<file path="src/rtl/sync_fifo_ctrl_if.sv">
// sync_fifo_ctrl_if: handshake, data and status bundle of the single-clock FIFO.
// master = producer/consumer side (drives requests), slave = the FIFO itself.
interface sync_fifo_ctrl_if #(
   parameter int DATASIZE = 8,
   parameter int ADDRSIZE = 4
);
   logic                  w_en;
   logic [DATASIZE-1:0]   wdata;
   logic                  r_en;
   logic [DATASIZE-1:0]   rdata;
   logic                  rvalid;
   logic                  wfull;
   logic                  rempty;
   logic                  almost_full;
   logic                  almost_empty;
   logic [ADDRSIZE:0]     count;
   logic                  overflow;
   logic                  underflow;
   logic                  par_err;

   modport master (
      output w_en, wdata, r_en,
      input  rdata, rvalid, wfull, rempty, almost_full, almost_empty,
             count, overflow, underflow, par_err
   );

   modport slave (
      input  w_en, wdata, r_en,
      output rdata, rvalid, wfull, rempty, almost_full, almost_empty,
             count, overflow, underflow, par_err
   );
endinterface

</file>
<file path="src/rtl/sync_fifo_ctrl.sv">
// sync_fifo_ctrl: single-clock FIFO with a registered read port, full/empty
// and programmable almost-full/almost-empty flags, occupancy count and sticky
// overflow/underflow flags. All flags are registers updated from the next
// pointer values, so no request input reaches a flag combinationally.
// Optional feature macro: SYNC_FIFO_PARITY_EN -- stores an even-parity bit per
// word and pulses par_err alongside rvalid when a read word fails the check.
module sync_fifo_ctrl #(
   parameter int DATASIZE = 8,
   parameter int ADDRSIZE = 4,
   parameter int AF_LEVEL = 14,
   parameter int AE_LEVEL = 2
) (
   input  logic            wclk,
   input  logic            wrst_n,
   sync_fifo_ctrl_if.slave bus
);
   localparam int DEPTH = int'(32'd1 << ADDRSIZE);
   localparam int PW    = ADDRSIZE + 32'sd1;

`ifdef SYNC_FIFO_PARITY_EN
   localparam int MW = DATASIZE + 32'sd1;

   // Even parity: the returned bit makes the total count of ones even.
   function automatic logic even_par(input logic [DATASIZE-1:0] d);
      return ^d;
   endfunction
`else
   localparam int MW = DATASIZE;
`endif

   localparam logic [PW-1:0] PTR_ONE   = {{ADDRSIZE{1'b0}}, 1'b1};
   localparam logic [PW-1:0] PTR_ZERO  = {PW{1'b0}};
   localparam logic [PW-1:0] DEPTH_CNT = PW'(DEPTH);
   localparam logic [PW-1:0] AF_CNT    = PW'(AF_LEVEL);
   localparam logic [PW-1:0] AE_CNT    = PW'(AE_LEVEL);

   logic [MW-1:0]       mem_r [DEPTH];
   logic [PW-1:0]       wptr_r;
   logic [PW-1:0]       rptr_r;
   logic [PW-1:0]       count_r;
   logic                wfull_r;
   logic                rempty_r;
   logic                afull_r;
   logic                aempty_r;
   logic [DATASIZE-1:0] rdata_r;
   logic                rvalid_r;
   logic                ovf_r;
   logic                unf_r;
   logic                perr_r;

   logic                wr_acc_s;
   logic                rd_acc_s;
   logic [PW-1:0]       wptr_nxt_s;
   logic [PW-1:0]       rptr_nxt_s;
   logic [PW-1:0]       count_nxt_s;
   logic [MW-1:0]       wr_word_s;
   logic [MW-1:0]       rd_word_s;
   logic                perr_nxt_s;

   // Accept decisions use only the registered flags; next pointers and occupancy follow from them.
   always_comb begin
      wr_acc_s = bus.w_en & ~wfull_r;
      rd_acc_s = bus.r_en & ~rempty_r;
      if (wr_acc_s) begin
         wptr_nxt_s = wptr_r + PTR_ONE;
      end else begin
         wptr_nxt_s = wptr_r;
      end
      if (rd_acc_s) begin
         rptr_nxt_s = rptr_r + PTR_ONE;
      end else begin
         rptr_nxt_s = rptr_r;
      end
      // Modulo 2*DEPTH subtraction handles the wrap bit naturally.
      count_nxt_s = wptr_nxt_s - rptr_nxt_s;
   end

   // Stored word format and read-side parity check.
   always_comb begin
`ifdef SYNC_FIFO_PARITY_EN
      wr_word_s = {even_par(bus.wdata), bus.wdata};
`else
      wr_word_s = bus.wdata;
`endif
      rd_word_s = mem_r[rptr_r[ADDRSIZE-1:0]];
      if (rd_acc_s) begin
`ifdef SYNC_FIFO_PARITY_EN
         perr_nxt_s = even_par(rd_word_s[DATASIZE-1:0]) ^ rd_word_s[DATASIZE];
`else
         perr_nxt_s = 1'b0;
`endif
      end else begin
         perr_nxt_s = 1'b0;
      end
   end

   // Storage array: written on accepted writes only, never reset.
   always_ff @(posedge wclk) begin
      if (wrst_n && wr_acc_s) begin
         mem_r[wptr_r[ADDRSIZE-1:0]] <= wr_word_s;
      end
   end

   // Pointers, registered flags, read port and sticky errors; reset wins over requests.
   always_ff @(posedge wclk) begin
      if (!wrst_n) begin
         wptr_r   <= PTR_ZERO;
         rptr_r   <= PTR_ZERO;
         count_r  <= PTR_ZERO;
         wfull_r  <= 1'b0;
         rempty_r <= 1'b1;
         afull_r  <= 1'b0;
         aempty_r <= 1'b1;
         rdata_r  <= {DATASIZE{1'b0}};
         rvalid_r <= 1'b0;
         ovf_r    <= 1'b0;
         unf_r    <= 1'b0;
         perr_r   <= 1'b0;
      end else begin
         wptr_r   <= wptr_nxt_s;
         rptr_r   <= rptr_nxt_s;
         count_r  <= count_nxt_s;
         wfull_r  <= (count_nxt_s == DEPTH_CNT);
         rempty_r <= (count_nxt_s == PTR_ZERO);
         afull_r  <= (count_nxt_s >= AF_CNT);
         aempty_r <= (count_nxt_s <= AE_CNT);
         if (rd_acc_s) begin
            rdata_r <= rd_word_s[DATASIZE-1:0];
         end
         rvalid_r <= rd_acc_s;
         perr_r   <= perr_nxt_s;
         if (bus.w_en && wfull_r) begin
            ovf_r <= 1'b1;
         end
         if (bus.r_en && rempty_r) begin
            unf_r <= 1'b1;
         end
      end
   end

   assign bus.rdata        = rdata_r;
   assign bus.rvalid       = rvalid_r;
   assign bus.wfull        = wfull_r;
   assign bus.rempty       = rempty_r;
   assign bus.almost_full  = afull_r;
   assign bus.almost_empty = aempty_r;
   assign bus.count        = count_r;
   assign bus.overflow     = ovf_r;
   assign bus.underflow    = unf_r;
   assign bus.par_err      = perr_r;
endmodule
</file>
<file path="src/flat_wrapper.sv">
// flat-port wrapper written by rule: the top's interface ports become plain ports
module sync_fifo_ctrl_flat 
#(
   parameter int DATASIZE = 8,
   parameter int ADDRSIZE = 4,
   parameter int AF_LEVEL = 14,
   parameter int AE_LEVEL = 2
)
  (wclk, wrst_n, bus_w_en, bus_wdata, bus_r_en, bus_rdata, bus_rvalid, bus_wfull, bus_rempty, bus_almost_full, bus_almost_empty, bus_count, bus_overflow, bus_underflow, bus_par_err);
  sync_fifo_ctrl_if #(.DATASIZE(DATASIZE), .ADDRSIZE(ADDRSIZE)) bus_i ();
  input  logic wclk;
  input  logic wrst_n;
  input wire logic [$bits(bus_i.w_en)-1:0] bus_w_en;
  input wire logic [$bits(bus_i.wdata)-1:0] bus_wdata;
  input wire logic [$bits(bus_i.r_en)-1:0] bus_r_en;
  output wire logic [$bits(bus_i.rdata)-1:0] bus_rdata;
  output wire logic [$bits(bus_i.rvalid)-1:0] bus_rvalid;
  output wire logic [$bits(bus_i.wfull)-1:0] bus_wfull;
  output wire logic [$bits(bus_i.rempty)-1:0] bus_rempty;
  output wire logic [$bits(bus_i.almost_full)-1:0] bus_almost_full;
  output wire logic [$bits(bus_i.almost_empty)-1:0] bus_almost_empty;
  output wire logic [$bits(bus_i.count)-1:0] bus_count;
  output wire logic [$bits(bus_i.overflow)-1:0] bus_overflow;
  output wire logic [$bits(bus_i.underflow)-1:0] bus_underflow;
  output wire logic [$bits(bus_i.par_err)-1:0] bus_par_err;
  assign bus_i.w_en = bus_w_en;
  assign bus_i.wdata = bus_wdata;
  assign bus_i.r_en = bus_r_en;
  assign bus_rdata = bus_i.rdata;
  assign bus_rvalid = bus_i.rvalid;
  assign bus_wfull = bus_i.wfull;
  assign bus_rempty = bus_i.rempty;
  assign bus_almost_full = bus_i.almost_full;
  assign bus_almost_empty = bus_i.almost_empty;
  assign bus_count = bus_i.count;
  assign bus_overflow = bus_i.overflow;
  assign bus_underflow = bus_i.underflow;
  assign bus_par_err = bus_i.par_err;
  sync_fifo_ctrl #(.DATASIZE(DATASIZE), .ADDRSIZE(ADDRSIZE), .AF_LEVEL(AF_LEVEL), .AE_LEVEL(AE_LEVEL)) u_core (.wclk(wclk), .wrst_n(wrst_n), .bus(bus_i));
endmodule
</file>
<file path="config.mk">
export PLATFORM = sky130hd
export DESIGN_NAME = sync_fifo_ctrl_flat
export DESIGN_NICKNAME = d
export VERILOG_FILES = /design/src/rtl/sync_fifo_ctrl_if.sv /design/src/rtl/sync_fifo_ctrl.sv /design/src/flat_wrapper.sv
export SDC_FILE = /design/constraint.sdc
export NUM_CORES = 1
export LEC_CHECK = 0
export CORE_MARGIN = 4
export CORE_UTILIZATION = 35
export CTS_CLUSTER_SIZE = 20
export DETAILED_ROUTE_END_ITERATION = 10
export GPL_TIMING_DRIVEN = 0
export PLACE_DENSITY_LB_ADDON = 0.12
export SYNTH_ARGS = -nofsm -noshare
export SYNTH_HDL_FRONTEND = slang
export SYNTH_SLANG_ARGS = --single-unit
</file>
<file path="constraint.sdc">
create_clock -name wclk -period 3.5 [get_ports wclk]
set_input_delay 0.35 -clock wclk [delete_from_list [all_inputs] [get_ports wclk]]
set_output_delay 0.35 -clock wclk [all_outputs]
set_load 0.05 [all_outputs]
</file>
==> out/qor.csv <==
stage;metric;value;unit
status;status;completed;
grt;vias in the first global route;3188;
synthesis;Synth Area per Inst;18.44;µm²
grt;gr ovfl total;0;
cells_and_area;Area Growth Syn to Fin;18.56;%
floorplanning;Die H;142.4;µm
clock_network;CTS Root Cell;clkbuf_16;
placement;dpl ws;0.06734;ns
grt;largest net degree at the start of global routing;17;
cells_and_area;FF+latch area;4444;µm²
timing;Slew @ Worst Pin;0.8350;ns
worst_setup_path;CP Data Required Time;3.81;ns
clock_network;clk sinks;158;
floorplanning;Core ar.;17480;µm²
timing;skew final;0.005949;ns
synthesis;Post-synth EDFFs;128;
timing;final hold violation count;0;
worst_setup_path;Worst Setup Start Kind;flop;
synthesis;synthesized area;6324;µm²
floorplanning;num rows;48;
placement;IO Port Bufs;31;
cells_and_area;layout cells sized above 1;22.66;%
worst_setup_path;WS Path Type;reg -> reg;
hold_path;worst hold-check path type;reg -> reg;
timing;Final min period;3.143;ns
grt;initial antenna violation count;0;
worst_setup_path;Register-to-Register Setup Slack;0.36;ns
worst_setup_path;Crit path buffers/inverters;3;
grt;first-pass GRT wire length;19.77;mm
placement;Placed Cells;599;
timing;PnR worst setup slack;0.3574;ns
worst_setup_path;Worst setup EP type;flop;
synthesis;syn nets;363;
worst_setup_path;critical path arrival;3.45;ns
synthesis;asr flop ratio synth;0;%
worst_setup_path;kind of cell adding the most delay to the critical path;adder cells;
power;Worst VDD drop;368.8;µV
detailed_routing;DR DRC count;0;
timing;Worst slew margin;44.33;%
cells_and_area;filler instances;1535;
flow_run;max_cap viols;0;
synthesis;synth unique cells;39;
cells_and_area;fin nets;413;
synthesis;Yosys reg bits;158;
timing;fmax;318.2;MHz
worst_setup_path;highest-delay cell along the critical path;buf_2;
timing;fin. max-slew vios;0;
synthesis;Cells after Synth;343;
timing;endpoints failing setup;0;
clock_network;setup bufs post-CTS;0;
detailed_routing;final wirelength;12.85;mm
placement;dpl hpwl;8.840;mm
detailed_routing;vias post-DR;3064;
detailed_routing;Final ANT Viol Nets;0;
clock_network;Num CTS Buffers;17;
floorplanning;Die W;142.4;µm
floorplanning;die area;20280;µm²
clock_network;Clk pin slew, worst setup/hold paths;0.06;ns
cells_and_area;ANT cells;0;
detailed_routing;Avg WL per Cell;20.37;µm
cells_and_area;most common cell after layout, fill and taps aside;edfxtp_1;
clock_network;clk buf depth;2;
timing;setup_tns;0;ns
cells_and_area;commonest non-fill, non-tap cells in the layout;edfxtp_1, mux4_2, clkdlybuf4s50_1;
worst_setup_path;critical path, cell by cell;clkbuf_1, buf_2, xnor2_1, ha_1, inv_1, ha_1, nor2_1, maj3_2, maj3_2, xnor2_4, nor4b_2;
detailed_routing;vias per cell;4.856;
synthesis;register area share after synthesis;70.28;%
power;Pwr per Cell Area;651.8;nW/µm²
floorplanning;# IOs;33;
detailed_routing;Pre-Repair DR Iteration Count;4;
floorplanning;Initial Util;36.18;%
timing;RSZ-0062 raised after global routing;no;
timing;final period utilization;89.79;%
grt;GRT Total Usage;13.64;%
worst_setup_path;slowest stage delay, CP;0.44;ns
worst_setup_path;crit path max fanout;10;
synthesis;yosys warns;0;
detailed_routing;1st-iter DRT viols;190;
cells_and_area;area of the multi-input gates;1767;µm²
clock_network;H-tree levels;4;
power;Design Power;4.887;mW
synthesis;Main synth FF type;edfxtp_1;
cells_and_area;Post-Layout Cell Count;631;
clock_network;CTS tree;built;
placement;RD Place Congestion;0.7396;
power;Leak;2.483;nW
clock_network;Clock Latency Late Sink;0.41;ns
-- stage by stage --
step	hold slack [ns]	area, µm²	utilization (%)
2_1_floorplan	0.4489	6324	-
3_3_place_gp	0.4461	6915	39.57
3_5_place_dp	0.4464	6915	39.57
4_1_cts	0.4554	7496	42.89
5_1_grt	0.4889	7497	42.90
6_report	0.4544	7497	42.90
-- state kept, by name, summed over array words and instances, names as in the netlist --
name / count
u_core.mem_r: 128
u_core.bus.rdata: 8
u_core.bus.count: 5
u_core.rptr_r: 5
u_core.wptr_r: 5
u_core.bus.almost_empty: 1
u_core.bus.almost_full: 1
u_core.bus.overflow: 1
u_core.bus.rempty: 1
u_core.bus.rvalid: 1
u_core.bus.underflow: 1
u_core.bus.wfull: 1
-- worst min-delay path, stage by stage (launching register included) --
cell     delay [ns]
dfxtp_1        0.31
nand2_1        0.05
a21oi_1        0.05
-- final cells by class --
class / instances / area share (%)
multi-input combinational: 161 / 23.56
clock buffer: 23 / 6.659
tap: 225 / 3.755
buffer: 18 / 1.218
timing repair buffer: 31 / 4.139
clock inverter: 9 / 1.085
sequential: 158 / 59.28
inverter: 6 / 0.3004
-- power by group --
part / switching, mW / internal (mW)
Sequential: 0.0311 / 2.11
Combinational: 0.563 / 0.403
Clock: 0.705 / 1.08
-- layer usage --
| metal | share of wire (%) | up-vias | GRT usage, % | wire length [µm] |
|---|---|---|---|---|
| met5 | 0 | - | 0 | 0 |
| met4 | 0.97 | 0 | 4.652 | 125 |
| met3 | 6.4 | 11 | 3.058 | 818 |
| met2 | 48 | 72 | 20.89 | 6115 |
| met1 | 45 | 1554 | 19.41 | 5792 |
| li1 | - | 1427 | - | - |
-- cells in the mapped netlist (4+ instances only) --
| master | count | area share, % |
|---|---|---|
| and3_1 | 10 | 0.99 |
| dfxtp_1 | 30 | 9.5 |
| nand2_1 | 18 | 1.1 |
| nor2_1 | 17 | 1.0 |
| and2_1 | 13 | 1.3 |
| a21oi_1 | 12 | 0.95 |
| xnor2_1 | 7 | 0.97 |
| buf_2 | 6 | 0.47 |
| inv_1 | 6 | 0.36 |
| nand4_1 | 4 | 0.40 |
| edfxtp_1 | 128 | 61 |
| clkbuf_1 | 8 | 0.47 |
| mux4_2 | 40 | 14 |
| ha_1 | 8 | 1.6 |
-- path summary, 6_finish.rpt --
path / start / end / depth (start not counted)
max: u_core.rptr_r[0]$_SDFF_PN0_ / u_core.bus.wfull$_SDFF_PN0_ / 11
min: u_core.bus.rdata[2]$_SDFFE_PN0N_ / u_core.bus.rdata[2]$_SDFFE_PN0N_ / 2
max reg2reg: u_core.rptr_r[0]$_SDFF_PN0_ / u_core.bus.wfull$_SDFF_PN0_ / 11
min reg2reg: u_core.bus.rdata[2]$_SDFFE_PN0N_ / u_core.bus.rdata[2]$_SDFFE_PN0N_ / 2
-- timing repair --
item                       CTS  global route
hold endpoints to repair     0             0
gates resized for setup      0             1
setup endpoints to repair    0             1
hold buffers                 0             0
-- cell families (layout without fill, tap and decap cells) --
| kind of cell | after synthesis | after routing | synth area share (%) |
|---|---|---|---|
| buffers and inverters | 24 | 87 | 1.781 |
| other | 1 | 1 | 0.05930 |
| adders and majority gates | 11 | 11 | 2.097 |
| muxes | 42 | 42 | 14.56 |
| AOI/OAI and AO/OA | 15 | 15 | 1.306 |
| DFF | 158 | 158 | 70.28 |
| xor gates and xnor gates | 16 | 16 | 3.285 |
| and+or+nand+nor | 76 | 76 | 6.628 |
Note: power is estimated with default switching activity, not from simulation.
